--- config.mk ---
export PLATFORM = sky130hd
export DESIGN_NAME = pad_alsaqr_io_ctrl
export DESIGN_NICKNAME = d
export VERILOG_FILES = /design/src/rtl/pad_alsaqr_io_ctrl.sv
export SDC_FILE = /design/constraint.sdc
export NUM_CORES = 1
export LEC_CHECK = 0
export BUFFER_PORTS_ARGS = -buffer_cell sky130_fd_sc_hd__clkbuf_2
export CAP_MARGIN = 20
export CORE_ASPECT_RATIO = 1.25
export CORE_MARGIN = 2
export CORE_UTILIZATION = 47
export DETAILED_ROUTE_END_ITERATION = 16
export PLACE_DENSITY = 0.74
export REMOVE_ABC_BUFFERS = 1
export SYNTH_ARGS = -nofsm -noshare
export SYNTH_HDL_FRONTEND = slang
export SYNTH_SLANG_ARGS = --single-unit
export TNS_END_PERCENT = 20
--- constraint.sdc ---
create_clock -name clk_i -period 2.6 [get_ports clk_i]
set_input_delay 0.26 -clock clk_i [delete_from_list [all_inputs] [get_ports clk_i]]
set_output_delay 0.26 -clock clk_i [all_outputs]
set_load 0.05 [all_outputs]
--- src/rtl/pad_alsaqr_io_ctrl.sv ---
// Core-side controller for a bank of bidirectional pads: per-pad direction FSM with
// turnaround dead cycles, registered pad config, and a synchronized/filtered input path.
//
//   state    | meaning
//   ---------+----------------------------------------------------------
//   IN       | pad released (oen=1), input path valid
//   TURN_OUT | dead cycles before driving, data pre-loaded, abortable
//   OUT      | pad driven (oen=0), direction acknowledged
//   TURN_IN  | dead cycles after releasing, always runs to completion
module pad_alsaqr_io_ctrl #(
    parameter int N_PADS      = 8,
    parameter int TURN_CYCLES = 2,
    parameter int FILT_CYCLES = 3
) (
    input  logic                  clk_i,
    input  logic                  rst_ni,
    input  logic [N_PADS-1:0]     dir_req_i,
    input  logic [N_PADS-1:0]     out_val_i,
    input  logic [N_PADS-1:0]     cfg_puen_i,
    input  logic [2*N_PADS-1:0]   cfg_drv_i,
    input  logic [N_PADS-1:0]     cfg_slw_i,
    input  logic [N_PADS-1:0]     cfg_smt_i,
    output logic [N_PADS-1:0]     pad_oen_o,
    output logic [N_PADS-1:0]     pad_i_o,
    input  logic [N_PADS-1:0]     pad_o_i,
    output logic [N_PADS-1:0]     pad_puen_o,
    output logic [2*N_PADS-1:0]   pad_drv_o,
    output logic [N_PADS-1:0]     pad_slw_o,
    output logic [N_PADS-1:0]     pad_smt_o,
    output logic [N_PADS-1:0]     in_val_o,
    output logic [N_PADS-1:0]     in_valid_o,
    output logic [N_PADS-1:0]     rise_o,
    output logic [N_PADS-1:0]     fall_o,
    output logic [N_PADS-1:0]     dir_ack_o
);

    localparam int TC_W     = (TURN_CYCLES > 1) ? $clog2(TURN_CYCLES) : 1;
    localparam int FILT_EFF = (FILT_CYCLES > 1) ? FILT_CYCLES : 1;
    localparam int FC_W     = (FILT_EFF > 1) ? $clog2(FILT_EFF) : 1;

    localparam logic [TC_W-1:0] TC_LAST = TC_W'(TURN_CYCLES - 1);
    localparam logic [FC_W-1:0] FC_LAST = FC_W'(FILT_EFF - 1);

    typedef enum logic [1:0] {
        ST_IN       = 2'd0,
        ST_TURN_OUT = 2'd1,
        ST_OUT      = 2'd2,
        ST_TURN_IN  = 2'd3
    } state_e;

    always_ff @(posedge clk_i or negedge rst_ni) begin
        if (!rst_ni) begin
            pad_puen_o <= '0;
            pad_drv_o  <= '0;
            pad_slw_o  <= '0;
            pad_smt_o  <= '0;
        end else begin
            pad_puen_o <= cfg_puen_i;
            pad_drv_o  <= cfg_drv_i;
            pad_slw_o  <= cfg_slw_i;
            pad_smt_o  <= cfg_smt_i;
        end
    end

    for (genvar p = 0; p < N_PADS; p++) begin : g_pad
        state_e          state_q, state_d;
        logic [TC_W-1:0] tc_q, tc_d;
        logic            pad_i_q;
        logic            s1_q, s2_q;
        logic            in_val_q;
        logic [FC_W-1:0] fc_q;
        logic            rise_q, fall_q;

        always_ff @(posedge clk_i or negedge rst_ni) begin
            if (!rst_ni) begin
                state_q <= ST_IN;
                tc_q    <= '0;
            end else begin
                state_q <= state_d;
                tc_q    <= tc_d;
            end
        end

        always_comb begin
            state_d = state_q;
            tc_d    = tc_q;
            unique case (state_q)
                ST_IN: begin
                    if (dir_req_i[p]) begin
                        tc_d    = '0;
                        state_d = (TURN_CYCLES == 0) ? ST_OUT : ST_TURN_OUT;
                    end
                end
                ST_TURN_OUT: begin
                    if (!dir_req_i[p]) begin
                        tc_d    = '0;
                        state_d = ST_IN;
                    end else if (tc_q == TC_LAST) begin
                        tc_d    = '0;
                        state_d = ST_OUT;
                    end else begin
                        tc_d = tc_q + 1'b1;
                    end
                end
                ST_OUT: begin
                    if (!dir_req_i[p]) begin
                        tc_d    = '0;
                        state_d = (TURN_CYCLES == 0) ? ST_IN : ST_TURN_IN;
                    end
                end
                ST_TURN_IN: begin
                    if (tc_q == TC_LAST) begin
                        tc_d    = '0;
                        state_d = ST_IN;
                    end else begin
                        tc_d = tc_q + 1'b1;
                    end
                end
                default: begin
                    tc_d    = '0;
                    state_d = ST_IN;
                end
            endcase
        end

        // Data is loaded on the edge that enters TURN_OUT so the pad sees a settled
        // value before OEN drops; it then tracks out_val_i while driving.
        always_ff @(posedge clk_i or negedge rst_ni) begin
            if (!rst_ni) begin
                pad_i_q <= 1'b0;
            end else if (state_d == ST_TURN_OUT || state_d == ST_OUT) begin
                pad_i_q <= out_val_i[p];
            end
        end

        always_ff @(posedge clk_i or negedge rst_ni) begin
            if (!rst_ni) begin
                s1_q     <= 1'b0;
                s2_q     <= 1'b0;
                in_val_q <= 1'b0;
                fc_q     <= '0;
                rise_q   <= 1'b0;
                fall_q   <= 1'b0;
            end else begin
                s1_q   <= pad_o_i[p];
                s2_q   <= s1_q;
                rise_q <= 1'b0;
                fall_q <= 1'b0;
                if (s2_q == in_val_q) begin
                    fc_q <= '0;
                end else if (fc_q == FC_LAST) begin
                    fc_q     <= '0;
                    in_val_q <= s2_q;
                    rise_q   <= s2_q;
                    fall_q   <= !s2_q;
                end else begin
                    fc_q <= fc_q + 1'b1;
                end
            end
        end

        assign pad_oen_o[p]  = (state_q != ST_OUT);
        assign pad_i_o[p]    = pad_i_q;
        assign in_val_o[p]   = in_val_q;
        assign in_valid_o[p] = (state_q == ST_IN);
        assign dir_ack_o[p]  = (state_q == ST_OUT);
        // Filter runs in every state; only the edge reporting is tied to IN.
        assign rise_o[p]     = rise_q && (state_q == ST_IN);
        assign fall_o[p]     = fall_q && (state_q == ST_IN);
    end

endmodule

; ---- Yosys cells after proc, flatten, opt, wreduce, memory -nomap -nowiden
; Cells that the tools add are included.
[totals]
register_bits = 128
latch_bits = 0
ram_bits = 0
rom_bits = 0
inputBits = 66
output_inout_bits = 96
wordCells = 372
memories = 0
[classes]
n_addsub = 16
n_mul = 0
div = 0
magnitude_cmp = 0
n_eq_ne = 80
n_shift = 0
n_mux = 136
n_bitwise = 8
reduce_logical = 56
[ops]
columns = cell, n
row1 = 2-bit 2-to-1 mux, 56
row2 = 2-bit == test (second input constant), 32
row3 = 1-bit 2-to-1 mux, 64
row4 = 2-bit case mux with 4 select lines, 8
row5 = 2-bit inequality test (second input constant), 24
row6 = 2-bit by 1-bit == test with 1-bit output (second input constant), 16
row7 = 1-bit case mux with 4 select lines, 8
row8 = 2-bit AND reduction, 16
row9 = 2-bit by 1-bit adder with 2-bit output (second input constant), 8
row10 = 1-bit logical AND, 16
row11 = 2-bit zero test, 8
row12 = 1-bit adder (second input constant), 8
row13 = 1-bit == test, 8
row14 = 1-bit zero test, 8
row15 = 1-bit logical OR, 8
row16 = 1-bit NOT, 8

; ---- Longest topological paths before layout
[depth]
depth_word = 5
ltp_mapped = 3
ltp_nobuf = 3

; ---- Worst setup path after synthesis
; Ideal clock, no wire load.
[synth_timing]
path_kind = register to output
startpoint = register g_pad[6].state_q[0]
endpoint = output port fall_o[6]
t_arrival_ps = 1707
t_required_ps = 2340
setup_slack_ps = 633
path_stages_with_launch = 3
n_path_buf = 0
path_cell_list = dfrtp_1 -> nor2_1 -> and2_1
[synth_between]
elab_chain_cells = 2
[synth_rtl]
columns = element, line
row1 = from (decl), 66  ; state_e state_q, state_d;
row2 = from (signal assigned), 79  ; state_q <= state_d;
row3 = 2-bit zero test, -
row4 = named net in_valid_o[6], 31  ; output logic [N_PADS-1:0] in_valid_o,
row5 = 1-bit logical AND, 169  ; assign fall_o[p] = fall_q && (state_q == ST_IN);
row6 = to (decl), 33  ; output logic [N_PADS-1:0] fall_o,
; The timed path passes the listed nets, and every way through them passes these cells.

; ---- Final worst setup path
[layout_timing]
startpoint = register g_pad[4].state_q[0]
endpoint = output port rise_o[4]
[layout_between]
elab_chain_cells = 2
[layout_rtl]
columns = element, line
row1 = from (decl), 66
row2 = from (signal assigned), 79
row3 = 2-bit zero test, 168  ; assign rise_o[p] = rise_q && (state_q == ST_IN);
row4 = 1-bit logical AND, 168
row5 = to (decl), 32  ; output logic [N_PADS-1:0] rise_o,
; Every way passes these cells.

==> results.yml <==
outcome:
  status: "complete, no violations"
logic_synthesis:
  ys_warn_count: 0
  yosys-top-cells-area: "dfrtp_1 (69%), mux2_2 (3.7%), nand2b_1 (3.5%)"
  syn-cell-area_mm2: 0.00461
  synth.distinct_cells: 29
  yosysTopAreaCellShare_pct: 69.5
  synth-main-ff-cell: "dfrtp_1"
  async_reset_ff_share_pct: 100
  synth_top_cell_by_area: "dfrtp_1"
  netlist_instances: 364
  synth_edf_count: 0
  synth_top_cells_by_count: "dfrtp_1 (128), nand2_1 (40), nor2_1 (32)"
  synth-seq-area-share_pct: 69.5
  synth.most_common_cell: "dfrtp_1"
  ys_ff_latch: 128
  synth.avg_cell_area_um2: 12.7
global_route:
  grt_usage_pct: 19.4
  grt-ovfl-total: 0
  grt_first_pass_wirelength_mm: 15.7
  antenna_found_initial: 0
  first_global_vias: 3421
  grt_max_degree: 129
finish:
  nets: 644
  area_delta_synth_final_pct: 41.2
  drive_above_1_share_pct: 36.1
  finalInstanceArea_mm2: 0.00651
  finish.utilization_pct: 68.1
  fillers: 698
  antenna_cells: 0
  fin_cells: 713
cts:
  clock-sinks: 128
  cts_setup_buffers: 0
  cts.reportedPaths.clkPinSlew_ps: 50
  cts_root_buffer: "clkbuf_16"
  htree_levels: 4
  clk_latency_ps: 400
  post_cts_resized: 0
  clockBufferDepth: 2
  cts-buffers-inserted: 17
  cts_hold_buffers: 49
  cts_tree: "done"
timing:
  tns_ps: 0
  clock.fmax_mhz: 563
  hold_ws_ps: 73.4
  finalSetupViolCount: 0
  clock_skew_ps: 6.97
  max-slew-margin-rel_pct: 54.7
  final_hold_viol_count: 0
  finalCritPeriodShare_pct: 68.3
  timing.final.ws_setup_ps: 824
  tightest_slew_ps: 680
  period_needed_ps: 1780
  slew_violations: 0
  rsz0062_at_grt: "no"
run:
  maxCapViolations: 0
placement:
  dp_hpwl_mm: 6.33
  dp.cells: 636
  gp_congestion: 0.741
  placed_area_mm2: 0.00548
  port-buffer-count: 161
  dp_slack_ps: 1230
critical_path:
  crit_fanout: 6
  rr_endpoint: "g_pad[6].pad_i_q"
  regToRegSetupSlack_ps: 1500
  crit_required_ps: 2340
  reg2reg_from: "g_pad[6].state_q[0]"
  r2r_cells: 2
  worst_ep_arrival_time_ps: 1520
  critPathKind: "flip-flop to primary output"
  worstSetupStartpointType: "flip-flop"
  crit_path_end_kind: "primary output"
floorplan:
  start_util_pct: 48.2
  dieWidth_um: 92.6
  die_height_um: 115
  num_rows: 40
  num_io_pins: 162
  dieArea_mm2: 0.0106
  coreArea_mm2: 0.00956
detailed_routing:
  drt-initial-drc-count: 129
  wirelength_mm: 9.54
  postRouteAntennaNets: 0
  vias_per_cell: 4.78
  via_count: 3405
  first_pass_iters: 4
  post-route-drc-count: 0
  wl_per_cell_um: 13.4
worst_hold_path:
  hold_class: "primary input to flip-flop"
  worstHoldPathCells: 2
  whs_endpoint: "g_pad[6].pad_i_q"
  hold_start: "out_val_i[6]"
power:
  power.total_mw: 7.46
  leakagePower_nw: 3.26
  p_per_area_mw_per_mm2: 1150
  ir_worst_vdd_mv: 0.663
-- logic make-up (layout without fill, tap and decap cells) --
logic type	count (synthesis)	count (layout)	synth area share, %
AO/OA/AOI/OAI	42	42	6.35
multiplexers	18	18	4.34
AND/OR/NAND/NOR	143	143	15.8
buffers and inverters	33	256	3.99
flip-flops	128	128	69.5
-- worst max-delay path by stage --
stage | start | to | slack (ps) | depth (start not counted)
3_3_place_gp | g_pad[0].state_q[0] | dir_ack_o[0] | 1280 | 3
2_1_floorplan | g_pad[6].state_q[0] | fall_o[6] | 630 | 2
6_report | g_pad[4].state_q[0] | rise_o[4] | 820 | 3
5_1_grt | g_pad[4].state_q[0] | fall_o[4] | 730 | 3
3_5_place_dp | g_pad[3].state_q[1] | rise_o[3] | 1230 | 3
4_1_cts | g_pad[3].state_q[1] | rise_o[3] | 800 | 3
-- placed cells by master (no fill, tap or decap), types with 5 or more instances in the layout --
master / count
clkbuf_2: 160
dfrtp_1: 128
dlygate4sd3_1: 49
nand2_1: 40
nor2_1: 32
nand2b_1: 26
inv_1: 17
clkbuf_16: 17
a211oi_1: 16
and2_1: 16
mux2_2: 15
o21ai_0: 10
nand3_1: 10
a221oi_1: 6
or2b_2: 5
nand3b_1: 5
clkinv_2: 5
-- state kept, by name (all words and copies together), names as in the netlist --
signal and cells:
g_pad.fc_q 16, g_pad.state_q 16, pad_drv_o 16, g_pad.fall_q 8, g_pad.in_val_q 8, g_pad.pad_i_q 8
g_pad.rise_q 8, g_pad.s1_q 8, g_pad.s2_q 8, g_pad.tc_q 8, pad_puen_o 8, pad_slw_o 8
pad_smt_o 8
-- critical path, stage by stage (launching register included) --
cell      delay (ps)
dfrtp_1          430
nor2_1           250
and2_1           170
clkbuf_2         270
-- report_power, final --
| group | leakage (nW) | switching, mW | internal (mW) |
|---|---|---|---|
| Clock | 0.272 | 0.756 | 1.38 |
| Sequential | 1.57 | 0.411 | 2.43 |
| Combinational | 1.42 | 1.74 | 0.736 |
-- routing by layer --
| metal | share of wire (%) | GRT usage [%] | vias up |
|---|---|---|---|
| met5 | 0 | 0 | - |
| met1 | 40 | 22.0 | 1635 |
| met3 | 7.0 | 6.52 | 14 |
| li1 | - | - | 1636 |
| met2 | 52 | 33.1 | 120 |
| met4 | 1.7 | 8.96 | 0 |
-- layout make-up --
cell class | count | area, µm² | share of cell area (%)
Sequential cell | 128 | 3200 | 49.2
Clock buffer | 21 | 480 | 7.38
Timing Repair Buffer | 211 | 1320 | 20.3
Inverter | 17 | 63.8 | 0.980
Multi-Input combinational cell | 203 | 1220 | 18.8
Tap cell | 126 | 158 | 2.42
Clock inverter | 7 | 62.6 | 0.961
Power figures use the tool's default switching activity.
